===== src/rtl/conv_pkg.sv =====
// Shared constants and state encoding for the convolution frame sequencer.
package conv_pkg;
  localparam int PIX_W     = 8;
  localparam int KERN_TAPS = 9;
  localparam int ACC_W     = 16;

  typedef enum logic [1:0] {
    IDLE  = 2'd0,
    RUN   = 2'd1,
    DRAIN = 2'd2,
    DONE  = 2'd3
  } state_t;
endpackage


===== src/rtl/conv_frame_ctrl_if.sv =====
// Pixel source, pixel sink, result source and result sink signals of the frame sequencer.
interface conv_frame_ctrl_if;
  import conv_pkg::*;

  logic                    src_valid;
  logic [PIX_W-1:0]        src_data;
  logic                    src_ready;
  logic                    pixel_valid;
  logic [PIX_W-1:0]        pixel_out;
  logic                    conv_valid;
  logic signed [ACC_W-1:0] conv_in;
  logic                    res_valid;
  logic signed [ACC_W-1:0] res_data;
  logic                    res_last;

  modport master (
    output src_valid, src_data, conv_valid, conv_in,
    input  src_ready, pixel_valid, pixel_out, res_valid, res_data, res_last
  );

  modport slave (
    input  src_valid, src_data, conv_valid, conv_in,
    output src_ready, pixel_valid, pixel_out, res_valid, res_data, res_last
  );
endinterface


===== src/rtl/conv_kernel_reg.sv =====
// Serial-in 9x8 coefficient register; a write after a complete load restarts at tap 0.
module conv_kernel_reg
  import conv_pkg::*;
(
  input  logic                         clk,
  input  logic                         clr,
  input  logic                         wr_en,
  input  logic [PIX_W-1:0]             wr_data,
  output logic [KERN_TAPS*PIX_W-1:0]   kernel,
  output logic                         ready
);
  localparam logic [3:0] KIDX_LAST = 4'(KERN_TAPS - 1);

  logic [3:0] kidx;

  always_ff @(posedge clk) begin
    if (clr) begin
      kernel <= '0;
      kidx   <= '0;
      ready  <= 1'b0;
    end else if (wr_en) begin
      if (ready) begin
        kernel[PIX_W-1:0] <= wr_data;
        kidx              <= 4'd1;
        ready             <= 1'b0;
      end else begin
        for (int k = 0; k < KERN_TAPS; k++) begin
          if (kidx == 4'(k)) kernel[k*PIX_W +: PIX_W] <= wr_data;
        end
        if (kidx == KIDX_LAST) begin
          kidx  <= '0;
          ready <= 1'b1;
        end else begin
          kidx <= kidx + 4'd1;
        end
      end
    end
  end
endmodule


===== src/rtl/conv_frame_ctrl.sv =====
// Frame sequencer above conv_top: loads the kernel, streams one frame in, collects results.
//   state | meaning
//   IDLE  | kernel loading allowed, waiting for start with a full kernel
//   RUN   | accepting source pixels until NPIX have been forwarded
//   DRAIN | source closed, waiting for the last result or the drain timeout
//   DONE  | one-cycle end-of-frame pulse
module conv_frame_ctrl
  import conv_pkg::*;
#(
  parameter int IMG_W     = 8,
  parameter int IMG_H     = 8,
  parameter int DRAIN_MAX = 64
) (
  input  logic                       clk,
  input  logic                       rst,
  input  logic                       start,
  input  logic                       kern_wr_en,
  input  logic [PIX_W-1:0]           kern_wr_data,
  output logic                       kern_ready,
  output logic [KERN_TAPS*PIX_W-1:0] kernel_out,
  conv_frame_ctrl_if.slave           stream,
  output logic                       busy,
  output logic                       done,
  output logic                       err
);
  localparam int NPIX = IMG_W * IMG_H;
  localparam int NOUT = (IMG_W - 2) * (IMG_H - 2);
  localparam int PCW  = $clog2(NPIX + 1);
  localparam int OCW  = $clog2(NOUT + 1);
  localparam int DCW  = $clog2(DRAIN_MAX + 1);

  localparam logic [PCW-1:0] PIX_LAST   = PCW'(NPIX - 1);
  localparam logic [OCW-1:0] NOUT_C     = OCW'(NOUT);
  localparam logic [OCW-1:0] NOUT_LAST  = OCW'(NOUT - 1);
  localparam logic [DCW-1:0] DRAIN_LOAD = DCW'(DRAIN_MAX - 1);

  state_t         state;
  logic [PCW-1:0] pix_cnt;
  logic [OCW-1:0] out_cnt;
  logic [DCW-1:0] drain_cnt;

  conv_kernel_reg u_kernel (
    .clk     (clk),
    .clr     (rst),
    .wr_en   (kern_wr_en && (state == IDLE)),
    .wr_data (kern_wr_data),
    .kernel  (kernel_out),
    .ready   (kern_ready)
  );

  assign stream.src_ready = (state == RUN);

  always_ff @(posedge clk) begin
    if (rst) begin
      state              <= IDLE;
      pix_cnt            <= '0;
      out_cnt            <= '0;
      drain_cnt          <= '0;
      busy               <= 1'b0;
      done               <= 1'b0;
      err                <= 1'b0;
      stream.pixel_valid <= 1'b0;
      stream.pixel_out   <= '0;
      stream.res_valid   <= 1'b0;
      stream.res_data    <= '0;
      stream.res_last    <= 1'b0;
    end else begin
      stream.pixel_valid <= 1'b0;
      stream.res_valid   <= 1'b0;
      stream.res_last    <= 1'b0;

      case (state)
        IDLE: begin
          if (start && kern_ready) begin
            state   <= RUN;
            pix_cnt <= '0;
            out_cnt <= '0;
            err     <= 1'b0;
            busy    <= 1'b1;
          end
        end
        RUN: begin
          if (stream.src_valid) begin
            stream.pixel_valid <= 1'b1;
            stream.pixel_out   <= stream.src_data;
            pix_cnt            <= pix_cnt + PCW'(1);
            if (pix_cnt == PIX_LAST) begin
              state     <= DRAIN;
              drain_cnt <= DRAIN_LOAD;
            end
          end
        end
        DRAIN: begin
          // A complete result set wins over a timeout landing in the same cycle.
          if (out_cnt == NOUT_C) begin
            state <= DONE;
            busy  <= 1'b0;
            done  <= 1'b1;
          end else if (drain_cnt == '0) begin
            state <= DONE;
            busy  <= 1'b0;
            done  <= 1'b1;
            err   <= 1'b1;
          end else begin
            drain_cnt <= drain_cnt - DCW'(1);
          end
        end
        DONE: begin
          state <= IDLE;
          done  <= 1'b0;
        end
        default: state <= IDLE;
      endcase

      // Results outside RUN/DRAIN or beyond NOUT are dropped and flagged.
      if (stream.conv_valid) begin
        if ((state == RUN || state == DRAIN) && out_cnt != NOUT_C) begin
          stream.res_valid <= 1'b1;
          stream.res_data  <= stream.conv_in;
          stream.res_last  <= (out_cnt == NOUT_LAST);
          out_cnt          <= out_cnt + OCW'(1);
        end else begin
          err <= 1'b1;
        end
      end
    end
  end
endmodule


===== src/flat_wrapper.sv =====
// flat-port wrapper written by rule: the top's interface ports become plain ports
module conv_frame_ctrl_flat import conv_pkg::*;
#(
  parameter int IMG_W     = 8,
  parameter int IMG_H     = 8,
  parameter int DRAIN_MAX = 64
)
  (clk, rst, start, kern_wr_en, kern_wr_data, kern_ready, kernel_out, busy, done, err, stream_src_valid, stream_src_data, stream_conv_valid, stream_conv_in, stream_src_ready, stream_pixel_valid, stream_pixel_out, stream_res_valid, stream_res_data, stream_res_last);
  conv_frame_ctrl_if stream_i ();
  input  logic clk;
  input  logic rst;
  input  logic start;
  input  logic kern_wr_en;
  input  logic [PIX_W-1:0] kern_wr_data;
  output logic kern_ready;
  output logic [KERN_TAPS*PIX_W-1:0] kernel_out;
  output logic busy;
  output logic done;
  output logic err;
  input wire logic [$bits(stream_i.src_valid)-1:0] stream_src_valid;
  input wire logic [$bits(stream_i.src_data)-1:0] stream_src_data;
  input wire logic [$bits(stream_i.conv_valid)-1:0] stream_conv_valid;
  input wire logic [$bits(stream_i.conv_in)-1:0] stream_conv_in;
  output wire logic [$bits(stream_i.src_ready)-1:0] stream_src_ready;
  output wire logic [$bits(stream_i.pixel_valid)-1:0] stream_pixel_valid;
  output wire logic [$bits(stream_i.pixel_out)-1:0] stream_pixel_out;
  output wire logic [$bits(stream_i.res_valid)-1:0] stream_res_valid;
  output wire logic [$bits(stream_i.res_data)-1:0] stream_res_data;
  output wire logic [$bits(stream_i.res_last)-1:0] stream_res_last;
  assign stream_i.src_valid = stream_src_valid;
  assign stream_i.src_data = stream_src_data;
  assign stream_i.conv_valid = stream_conv_valid;
  assign stream_i.conv_in = stream_conv_in;
  assign stream_src_ready = stream_i.src_ready;
  assign stream_pixel_valid = stream_i.pixel_valid;
  assign stream_pixel_out = stream_i.pixel_out;
  assign stream_res_valid = stream_i.res_valid;
  assign stream_res_data = stream_i.res_data;
  assign stream_res_last = stream_i.res_last;
  conv_frame_ctrl #(.IMG_W(IMG_W), .IMG_H(IMG_H), .DRAIN_MAX(DRAIN_MAX)) u_core (.clk(clk), .rst(rst), .start(start), .kern_wr_en(kern_wr_en), .kern_wr_data(kern_wr_data), .kern_ready(kern_ready), .kernel_out(kernel_out), .stream(stream_i), .busy(busy), .done(done), .err(err));
endmodule

===== config.mk =====
export PLATFORM = sky130hd
export DESIGN_NAME = conv_frame_ctrl_flat
export DESIGN_NICKNAME = d
export VERILOG_FILES = /design/src/rtl/conv_pkg.sv /design/src/rtl/conv_frame_ctrl_if.sv /design/src/rtl/conv_kernel_reg.sv /design/src/rtl/conv_frame_ctrl.sv /design/src/flat_wrapper.sv
export SDC_FILE = /design/constraint.sdc
export NUM_CORES = 1
export LEC_CHECK = 0
export CORE_MARGIN = 5
export CORE_UTILIZATION = 44
export DETAILED_ROUTE_END_ITERATION = 12
export GPL_ROUTABILITY_DRIVEN = 0
export PLACE_DENSITY = 0.77
export SYNTH_ARGS = -nofsm -noshare
export SYNTH_HDL_FRONTEND = slang
export SYNTH_SLANG_ARGS = --single-unit

===== constraint.sdc =====
create_clock -name clk -period 1.9 [get_ports clk]
set_clock_uncertainty 0.1 [all_clocks]
set_input_delay 0.38 -clock clk [delete_from_list [all_inputs] [get_ports clk]]
set_output_delay 0.38 -clock clk [all_outputs]
set_load 0.02 [all_outputs]

==> impl_metrics.csv, run 1 <==
group,metric,value,unit
pwr,p_sw_share,22.3,%
sta,rsz0062_at_grt,"yes",
grt,overflow,0,
floorplanning,num_rows,40,
cts,root_buffer,"clkbuf_16",
logic_synthesis,synth.area.top_cells,"dfxtp_1 (49%), mux2i_1 (14%), nor2_1 (6.1%)",
cells_and_area,layout-drive-gt1-share,14.7,%
detailed_routing,routed-via-count,4703,
logic_synthesis,netlist_area,0.00527,mm2
pwr,p_leak,3.60,nW
worst_hold_path,hold_path.class,"in2reg",
pwr,clkPwrFrac,48.7,%
placement,dpl_cell_area,0.00710,mm2
run,cap_violations,0,
logic_synthesis,syn_inst,569,
grt,grt_pass1_wl,23900,um
setup_path,worst-endpoint-arrival,2.14,ns
detailed_routing,first_pass_iters,4,
pwr,peakVddDrop,0.677,mV
detailed_routing,vias_per_cell,5.25,
logic_synthesis,synthesis.nets,620,
pwr,power.combinational.fraction,7.1,%
cts,insertion_delay,0.41,ns
grt,first_global_vias,4808,
sta,timing.slew.headroom,56.5,%
cells_and_area,final_util,66.1,%
logic_synthesis,synth-compound-area-share,9.87,%
setup_path,crit_path_start_kind,"flop",
cells_and_area,syn_to_final_growth,48.7,%
floorplanning,start_util,44.5,%
floorplanning,die_y,119,um
cts,ctsHoldBuffers,0,
setup_path,crit_type,"reg2reg",
sta,period_needed,1.90,ns
setup_path,cp.required,2.14,ns
grt,grt_max_degree,62,
floorplanning,chipWidth,119,um
cts,cts_tree,"yes",
cts,cts_max_level,4,
cts,cts_buffer_depth,2,
detailed_routing,ant_nets,0,
placement,port_buffers,141,
cells_and_area,seq_area,0.00259,mm2
setup_path,critPathMaxFanout,7,
logic_synthesis,synthSimpleGateAreaFrac,19.1,%
grt,grt_antenna_before_repair,0,
cells_and_area,final_cell_area,0.00784,mm2
logic_synthesis,synth_mux_area_share,14.1,%
cts,clkSlewWorstSetupHoldPaths,0.06,ns
cells_and_area,fin_nets,787,
pwr,p_switching,1.40,mW
sta,max_freq,528,MHz
logic_synthesis,synth_seq_cells,129,
detailed_routing,routedWlPerCell,16.8,um
placement,post-dp-hpwl,10300,um
logic_synthesis,yosys.area.top_type,"dfxtp_1",
pwr,seq_power_share,44.2,%
cts,cts_buffers,17,
detailed_routing,drc,0,
logic_synthesis,yosys.area_share.adder,3.08,%
logic_synthesis,synth_top_family_by_area,"simple AND/OR/NAND/NOR gates",
setup_path,critPathCaptureType,"flop",
logic_synthesis,synth_cell_types,53,
cells_and_area,multi_input_area,0.00258,mm2
logic_synthesis,synth_top_area_share,49.0,%
logic_synthesis,syn_area_per_cell,9.27,um2
sta,worst_slew_pin_slew,0.646,ns
pwr,power_density,797,mW/mm2
sta,setup_viol_count_final,0,
run_status,outcome,"finished, final reports clean",
sta,finalHoldViolCount,0,
logic_synthesis,synth_xor_area_share,0.664,%
logic_synthesis,async_flop_share,0,%
sta,post-route-period-util,99.7,%
floorplanning,dieArea,0.0143,mm2
logic_synthesis,synth_edf_count,0,
logic_synthesis,yosys_warnings,0,
pwr,power.internal,4.85,mW
logic_synthesis,yosysSeqAreaShare,49.0,%
detailed_routing,drt_iter0_markers,289,
cts,clock-sinks,129,
cells_and_area,fill_cells,962,
floorplanning,core_area,0.0119,mm2
detailed_routing,wl,15100,um
sta,drv_slew,0,
grt,gr-usage-all-layers,20.7,%
floorplanning,io_pins,142,
logic_synthesis,synth_ff_type,"dfxtp_1",
cells_and_area,antenna_cells,0,
final timing paths:
check,start,end,slack [ns],depth (start not counted)
worst max-delay path,u_core.drain_cnt[2],u_core.drain_cnt[6],0.005,4
worst min-delay path,rst,u_core.u_kernel.kidx[1],0.29,2
worst max register to register,u_core.drain_cnt[2],u_core.drain_cnt[6],0.005,4
worst min register to register,u_core.drain_cnt[0],u_core.drain_cnt[0],0.35,1
routing by layer:
layer  wire length (um)  part of all wire (%)  GRT usage (%)  vias up
met3               1360                   9.0           9.54       15
met5                  0                     0              0        -
met2               7500                    50           36.2      141
li1                   -                     -              -     2313
met1               6040                    40           22.7     2234
met4                180                   1.2           5.58        0
cell usage after synthesis (all sizes together), types with 2 or more instances:
cell and count:
or4 5, nor3 8, ha 13, o31ai 7, xnor2 3, dfxtp 129
nor3b 4, a311oi 4, or3 4, inv 12, and3 2, o21ai 5
nand2b 5, a31oi 8, or2 2, nand3b 3, buf 15, nor4 3
nand2 59, clkbuf 25, a21oi 40, o21bai 2, nand4 7, a22oi 3
and3b 2, and2 2, mux2i 73, nand3 18, nor2 86, a211oi 2
kinds of logic after synthesis:
family,Yosys count
mux,74
fa+ha+maj,13
flops,129
simple gates,215
buf+inv,52
xor+xnor,4
compound gates,82
layout make-up:
type / count / share of cell area [%]
repair buffers: 188 / 24.0
clock buffers: 23 / 6.10
clock inverters: 8 / 1.02
inverters: 12 / 0.575
well taps: 147 / 2.35
multi-input cells: 388 / 32.9
flip-flops and latches: 129 / 33.1
registers in the layout, indices dropped and copies added (netlist names):
| name | cells |
|---|---|
| u_core.u_kernel.kernel | 72 |
| u_core.stream.res_data | 16 |
| u_core.stream.pixel_out | 8 |
| u_core.drain_cnt | 7 |
| u_core.pix_cnt | 7 |
| u_core.out_cnt | 6 |
| u_core.u_kernel.kidx | 4 |
| u_core.state | 2 |
| u_core.busy | 1 |
| u_core.done | 1 |
| u_core.err | 1 |
| u_core.stream.pixel_valid | 1 |
| u_core.stream.res_last | 1 |
| u_core.stream.res_valid | 1 |
| u_core.u_kernel.ready | 1 |
what timing repair did:
item                                    CTS  global route
resized for setup                        12            41
cloned                                    0             1
endpoints found under the setup margin   32            50
pin swaps                                 6             9
buffers inserted                          3             0
critical path: stages, from the launching register on:
cell and delay (ns):
dfxtp_1 0.37, nor4_1 0.62, nand3_1 0.19, or4_1 0.43, a21oi_1 0.13
power groups by stage:
stage	sequential (mW)	clock (mW)	combinational, mW
final	2.76	3.04	0.440
after CTS	2.77	3.08	0.438
after detailed placement	2.82	0	0.431
after floorplan	2.86	0	0.176
after global placement	2.82	0	0.423
after global routing	2.77	3.24	0.471
through the flow:
stage	setup WS (ns)	setup TNS, ns	total power [mW]	instances	hold slack [ns]
4_1_cts	-0.0156	-0.0156	6.28	894	0.274
5_1_grt	-0.0560	-0.350	6.48	895	0.287
3_3_place_gp	-0.304	-11.59	3.24	860	0.337
3_5_place_dp	-0.394	-13.12	3.25	860	0.342
2_1_floorplan	0.00403	0	3.03	569	0.324
6_report	0.00495	0	6.25	895	0.287
placed cells by master, fill, tap and decap left out, drive strengths merged, types with 4 or more instances in the layout:
cell type	netlist	layout
nor2	86	86
dfxtp	129	129
nand4	7	7
o21ai	5	5
o31ai	7	7
clkbuf	25	24
buf	15	48
a31oi	8	8
a21oi	40	40
dlymetal6s2s	0	19
or4	5	5
mux2i	73	73
ha	13	13
clkinv	0	6
nor3	8	8
inv	12	13
clkdlybuf4s50	0	117
nand3	18	18
nand2b	5	5
a311oi	4	4
nor3b	4	4
nand2	59	59
or3	4	4
Power figures use the tool's default switching activity.
==> run 2, diff against run 1 <==
--- a/config.mk
+++ b/config.mk
@@ -5,6 +5,7 @@
 export SDC_FILE = /design/constraint.sdc
 export NUM_CORES = 1
 export LEC_CHECK = 0
+export ABC_CLOCK_PERIOD_IN_PS = 1900
 export CORE_MARGIN = 5
 export CORE_UTILIZATION = 44
 export DETAILED_ROUTE_END_ITERATION = 12
==> results of run 2 <==
The final DEF is identical to that of run 1; final timing and power are the same.
==> run 3, diff against run 2 <==
--- a/config.mk
+++ b/config.mk
@@ -5,12 +5,13 @@
 export SDC_FILE = /design/constraint.sdc
 export NUM_CORES = 1
 export LEC_CHECK = 0
-export ABC_CLOCK_PERIOD_IN_PS = 1900
+export ABC_CLOCK_PERIOD_IN_PS = 2500
+export CORE_ASPECT_RATIO = 0.9
 export CORE_MARGIN = 5
-export CORE_UTILIZATION = 44
+export CORE_UTILIZATION = 52
 export DETAILED_ROUTE_END_ITERATION = 12
 export GPL_ROUTABILITY_DRIVEN = 0
-export PLACE_DENSITY = 0.77
+export PLACE_DENSITY = 0.85
 export SYNTH_ARGS = -nofsm -noshare
 export SYNTH_HDL_FRONTEND = slang
 export SYNTH_SLANG_ARGS = --single-unit
==> constraint.sdc (replaced) <==
create_clock -name clk -period 2.5 [get_ports clk]
set_clock_uncertainty 0.1 [all_clocks]
set_input_delay 0.5 -clock clk [delete_from_list [all_inputs] [get_ports clk]]
set_output_delay 0.5 -clock clk [all_outputs]
set_load 0.02 [all_outputs]
==> run 3 against run 2 <==
  * Clock power fell by 16%
  * Sequential share of layout area rose by 1.9 points
  * Hold slack improved by 0.070 ns
  * Non-clock buffer count is 35 lower
  * Wire length is 5.3% lower
  * Critical path depth shrank 1
  * Critical endpoint is now stream_src_ready
  * Global-route usage is 2.8 points higher
  * Sequential cell count unchanged
  * Clock-buffer cell count down 4
  * Sequential power fell by 24%
==> impl_metrics.csv, run 3 (synthesized netlist as in run 1, its figures left out) <==
group,metric,value,unit
detailed_routing,first_pass_iters,4,
placement,port_buffers,141,
cts,cts_buffer_depth,2,
cts,clkSlewWorstSetupHoldPaths,0.05,ns
cells_and_area,antenna_cells,0,
cts,root_buffer,"clkbuf_16",
pwr,p_leak,3.04,nW
grt,overflow,0,
detailed_routing,ant_nets,0,
grt,grt_antenna_before_repair,0,
detailed_routing,routed-via-count,4595,
pwr,p_sw_share,22.6,%
cts,cts_max_level,4,
setup_path,crit_path_start_kind,"flop",
detailed_routing,vias_per_cell,5.47,
cells_and_area,layout-drive-gt1-share,7.56,%
run_status,outcome,"finished, final reports clean",
sta,period_needed,2.38,ns
sta,finalHoldViolCount,0,
cells_and_area,regMostFlops,"u_core.u_kernel.kernel",
cells_and_area,fin_nets,752,
setup_path,worst-endpoint-arrival,1.78,ns
pwr,p_total,4.97,mW
detailed_routing,drt_iter0_markers,200,
detailed_routing,wl,14300,um
sta,max_freq,420,MHz
run,cap_violations,0,
cells_and_area,final_cell_area,0.00739,mm2
cts,cts_buffers,17,
setup_path,critPathCaptureType,"primary output",
cts,insertion_delay,0.41,ns
worst_hold_path,hold_path.class,"reg2reg",
grt,grt_pass1_wl,23000,um
sta,post-route-period-util,95.3,%
setup_path,cp.required,1.90,ns
placement,dpl_cell_area,0.00677,mm2
cells_and_area,layout_common_cells,"clkdlybuf4s50_1 (140), dfxtp_1 (129), nor2_1 (86)",
sta,setup_viol_count_final,0,
cells_and_area,syn_to_final_growth,40.2,%
floorplanning,core_area,0.00978,mm2
cells_and_area,reg_top3,"u_core.u_kernel.kernel (72), u_core.stream.res_data (16), u_core.stream.pixel_out (8)",
cells_and_area,seq_area,0.00258,mm2
cells_and_area,largest_reg_flops,72,
sta,worst_slew_pin_slew,0.529,ns
pwr,peakVddDrop,0.709,mV
pwr,clkPwrFrac,51.5,%
floorplanning,io_pins,142,
floorplanning,num_rows,34,
detailed_routing,routedWlPerCell,17.0,um
grt,gr-usage-all-layers,23.6,%
pwr,power.combinational.fraction,6.2,%
cells_and_area,final_cells,840,
sta,timing.slew.headroom,64.6,%
floorplanning,start_util,53.9,%
grt,first_global_vias,4601,
cells_and_area,multi_input_area,0.00247,mm2
sta,rsz0062_at_grt,"no",
setup_path,crit_type,"reg2out",
pwr,power_density,673,mW/mm2
cts,cts_tree,"yes",
setup_path,critPathMaxFanout,10,
cts,clock-sinks,129,
floorplanning,die_y,106,um
floorplanning,dieArea,0.0123,mm2
sta,setup_tns,0,ns
placement,post-dp-hpwl,9850,um
cells_and_area,layout_commonest_cell,"clkdlybuf4s50_1",
detailed_routing,drc,0,
pwr,power.internal,3.85,mW
sta,holdWs,0.357,ns
pwr,p_switching,1.13,mW
pwr,seq_power_share,42.3,%
placement,dp_cells,808,
sta,drv_slew,0,
grt,grt_max_degree,56,
cells_and_area,fill_cells,700,
floorplanning,chipWidth,116,um
-- run 3: power groups by stage --
stage                     combinational (mW)  clock, mW  sequential, mW
after floorplan                        0.133          0            2.17
after global placement                 0.300          0            2.15
after global routing                   0.330       2.70            2.11
after CTS                              0.308       2.60            2.10
final                                  0.307       2.56            2.11
after detailed placement               0.305          0            2.15
-- run 3: path summary, 6_finish.rpt --
| check | to | depth (start not counted) | slack [ns] | start |
|---|---|---|---|---|
| worst max-delay path | stream_src_ready | 3 | 0.12 | u_core.state[1] |
| worst min-delay path | u_core.stream.res_data[5] | 2 | 0.36 | u_core.stream.res_data[5] |
| worst max register to register | u_core.drain_cnt[3] | 6 | 0.23 | u_core.state[0] |
| worst min register to register | u_core.stream.res_data[5] | 2 | 0.36 | u_core.stream.res_data[5] |
-- run 3: critical path: stages (launching register included) --
cell             delay (ns)
dfxtp_1                0.34
inv_1                  0.09
ha_2                   0.30
clkdlybuf4s50_1        0.65
-- run 3: per-layer routing --
metal | track usage, % | up-vias | part of all wire, %
li1 | - | 2234 | -
met2 | 39.5 | 139 | 49
met1 | 26.4 | 2203 | 40
met4 | 8.29 | 0 | 1.6
met3 | 10.5 | 19 | 9.3
met5 | 0 | - | 0
-- run 3: metrics by stage --
stage,worst slack (ns),util (%)
final,0.117,75.5
after global routing,0.0608,75.5
after CTS,0.0957,75.5
after detailed placement,0.0701,69.2
after global placement,0.130,69.2
after floorplan,0.451,-
-- run 3: cell type report --
cell class | instances | share of cell area [%]
clock buffers | 19 | 5.99
clock inverters | 13 | 2.39
inverters | 12 | 0.609
multi-input cells | 388 | 33.5
flip-flops and latches | 129 | 34.9
well taps | 126 | 2.13
repair buffers | 153 | 20.5
-- run 3: timing repair --
| action | CTS | global route |
|---|---|---|
| resized for setup | 1 | 0 |
| hold buffers | 0 | 0 |
| endpoints found under the setup margin | 1 | 0 |
| buffers inserted | 0 | 0 |
==> patch (settings of run 2) <==
Encoding of `state_t`: now one-hot (4 bits for 4 states).
--- a/src/rtl/conv_pkg.sv
+++ b/src/rtl/conv_pkg.sv
@@ -5,9 +5,9 @@
   localparam int ACC_W     = 16;
 
-  typedef enum logic [1:0] {
-    IDLE  = 2'd0,
-    RUN   = 2'd1,
-    DRAIN = 2'd2,
-    DONE  = 2'd3
+  typedef enum logic [3:0] {
+    IDLE  = 4'b0001,
+    RUN   = 4'b0010,
+    DRAIN = 4'b0100,
+    DONE  = 4'b1000
   } state_t;
 endpackage
Behaviour: no difference found for any inputs over 4 cycles, from zero or initial values and one cycle with rst high; so few cycles prove little.
==> patch against run 2 <==
Routed wire length increased by 13%; total power increased by 2.3%; largest cell class is now multi-input gates; the flow now finishes with violations (setup timing); critical path depth increased by 4; count of clock-buffer cells in the layout decreased by 2; worst setup slack got worse by 0.11 ns; largest power group unchanged; sequential power increased by 1%; area after synthesis decreased by 1.5%; cell area increased by 4.8%; global-route usage increased by 1.3 points; sequential cell count increased by 2.
==> patch: results (changes against run 2) <==
| Metric | Value |
|---|---|
| Status | `complete, but fails checks` |
| Violated checks | `setup timing` |
| Synth Area in Adders | `2.17% (-0.92 points)` |
| Setup Viol. Count Final | `29 (+29)` |
| Slew @ Worst Pin | `0.605 ns (-0.0405 ns)` |
| Die ar. | `14100 um^2 (-1.4%)` |
| First-pass detailed-route iteration total | `5 (+1)` |
| Clk pwr share | `48.3% (-0.4 points)` |
| Vias in the first global route | `5230 (+8.8%)` |
| Worst r2r src | `u_core.state[2]$_SDFFE_PP0P_` |
| Met1 Use GR | `25.7% (+3.0 points)` |
| First-pass GRT wire length | `25600 um (+7.3%)` |
| Post-layout power | `0.00639 W (+2.3%)` |
| Metal3 WL | `1470 um (+7.9%)` |
| Met1 WL | `6520 um (+8.0%)` |
| Slowest library cell on the worst path | `or3_4` |
| Met2 WL | `8710 um (+16%)` |
| Sw Pwr | `0.00147 W (+5.3%)` |
| GRT Util Overall | `22.0% (+1.3 points)` |
| CP peak stage delay | `0.37 ns (-0.25 ns)` |
| Slack of the critical path | `-0.101 ns (-0.106 ns)` |
| Synthesized Nets | `670 (+8.1%)` |
| Placed cells | `927 (+7.8%)` |
| Gate Count Post-Synth | `623 (+9.5%)` |
| VDD IR-drop max | `0.000582 V (-14%)` |
| Worst hold slack | `0.257 ns (-0.0301 ns)` |
| Layout cells sized above 1 | `21.0% (+6.3 points)` |
| Largest net degree at the start of global routing | `42 (-32%)` |
| Worst Hold End | `u_core.pix_cnt[6]$_SDFFE_PP0P_` |
| Post-synthesis mux area share | `3.49% (-11 points)` |
| DP Area | `7150 um^2 (+0.60%)` |
| Power Combinational | `0.000507 W (+15%)` |
| Post-synthesis compound-gate area fraction | `13.4% (+3.5 points)` |
| Synth cell count leaders | `dfxtp_1 (131), nand2_1 (123), a21oi_1 (97), nand3_1 (76), nor2_1 (36)` |
| Worst setup endpoint | `u_core.u_kernel.kernel[44]$_SDFFE_PP0P_` |
| Synth Area in XOR/XNOR | `0.169% (-0.50 points)` |
| Final net count | `860 (+9.3%)` |
| Static leakage | `3.34 nW (-7.3%)` |
| Reg2reg path depth | `8 (+4)` |
## patch: cell count changes after synthesis, moves of 8 or more
| cell | change |
|---|---|
| clkbuf_1 | +8 |
| nor2_1 | -50 |
| nand2_1 | +64 |
| mux2i_1 | -56 |
| a21oi_1 | +57 |
| nand3_1 | +62 |
## patch: cell type report
class | count | area [um^2]
clock inverter | 10 | 111
timing repair buffer | 215 | 2180
sequential | 131 | 2630
inverter | 10 | 42.5
multi-input combinational | 438 | 2630
tap | 143 | 179
clock buffer | 21 | 440
fill | 827 | 3300
## patch: metrics by stage
stage | setup slack [ns] | setup TNS (ns)
after global routing | -0.148 | -2.40
after global placement | -0.395 | -21.16
final | -0.101 | -0.615
after detailed placement | -0.460 | -22.99
after CTS | -0.0662 | -0.168
after floorplan | -0.00688 | -0.00688
## patch: repair_timing
item,in CTS,in global routing
resized for setup,30,83
pin swaps,3,27
setup buffers,0,6
endpoints found under the setup margin,71,92
gates cloned,0,4
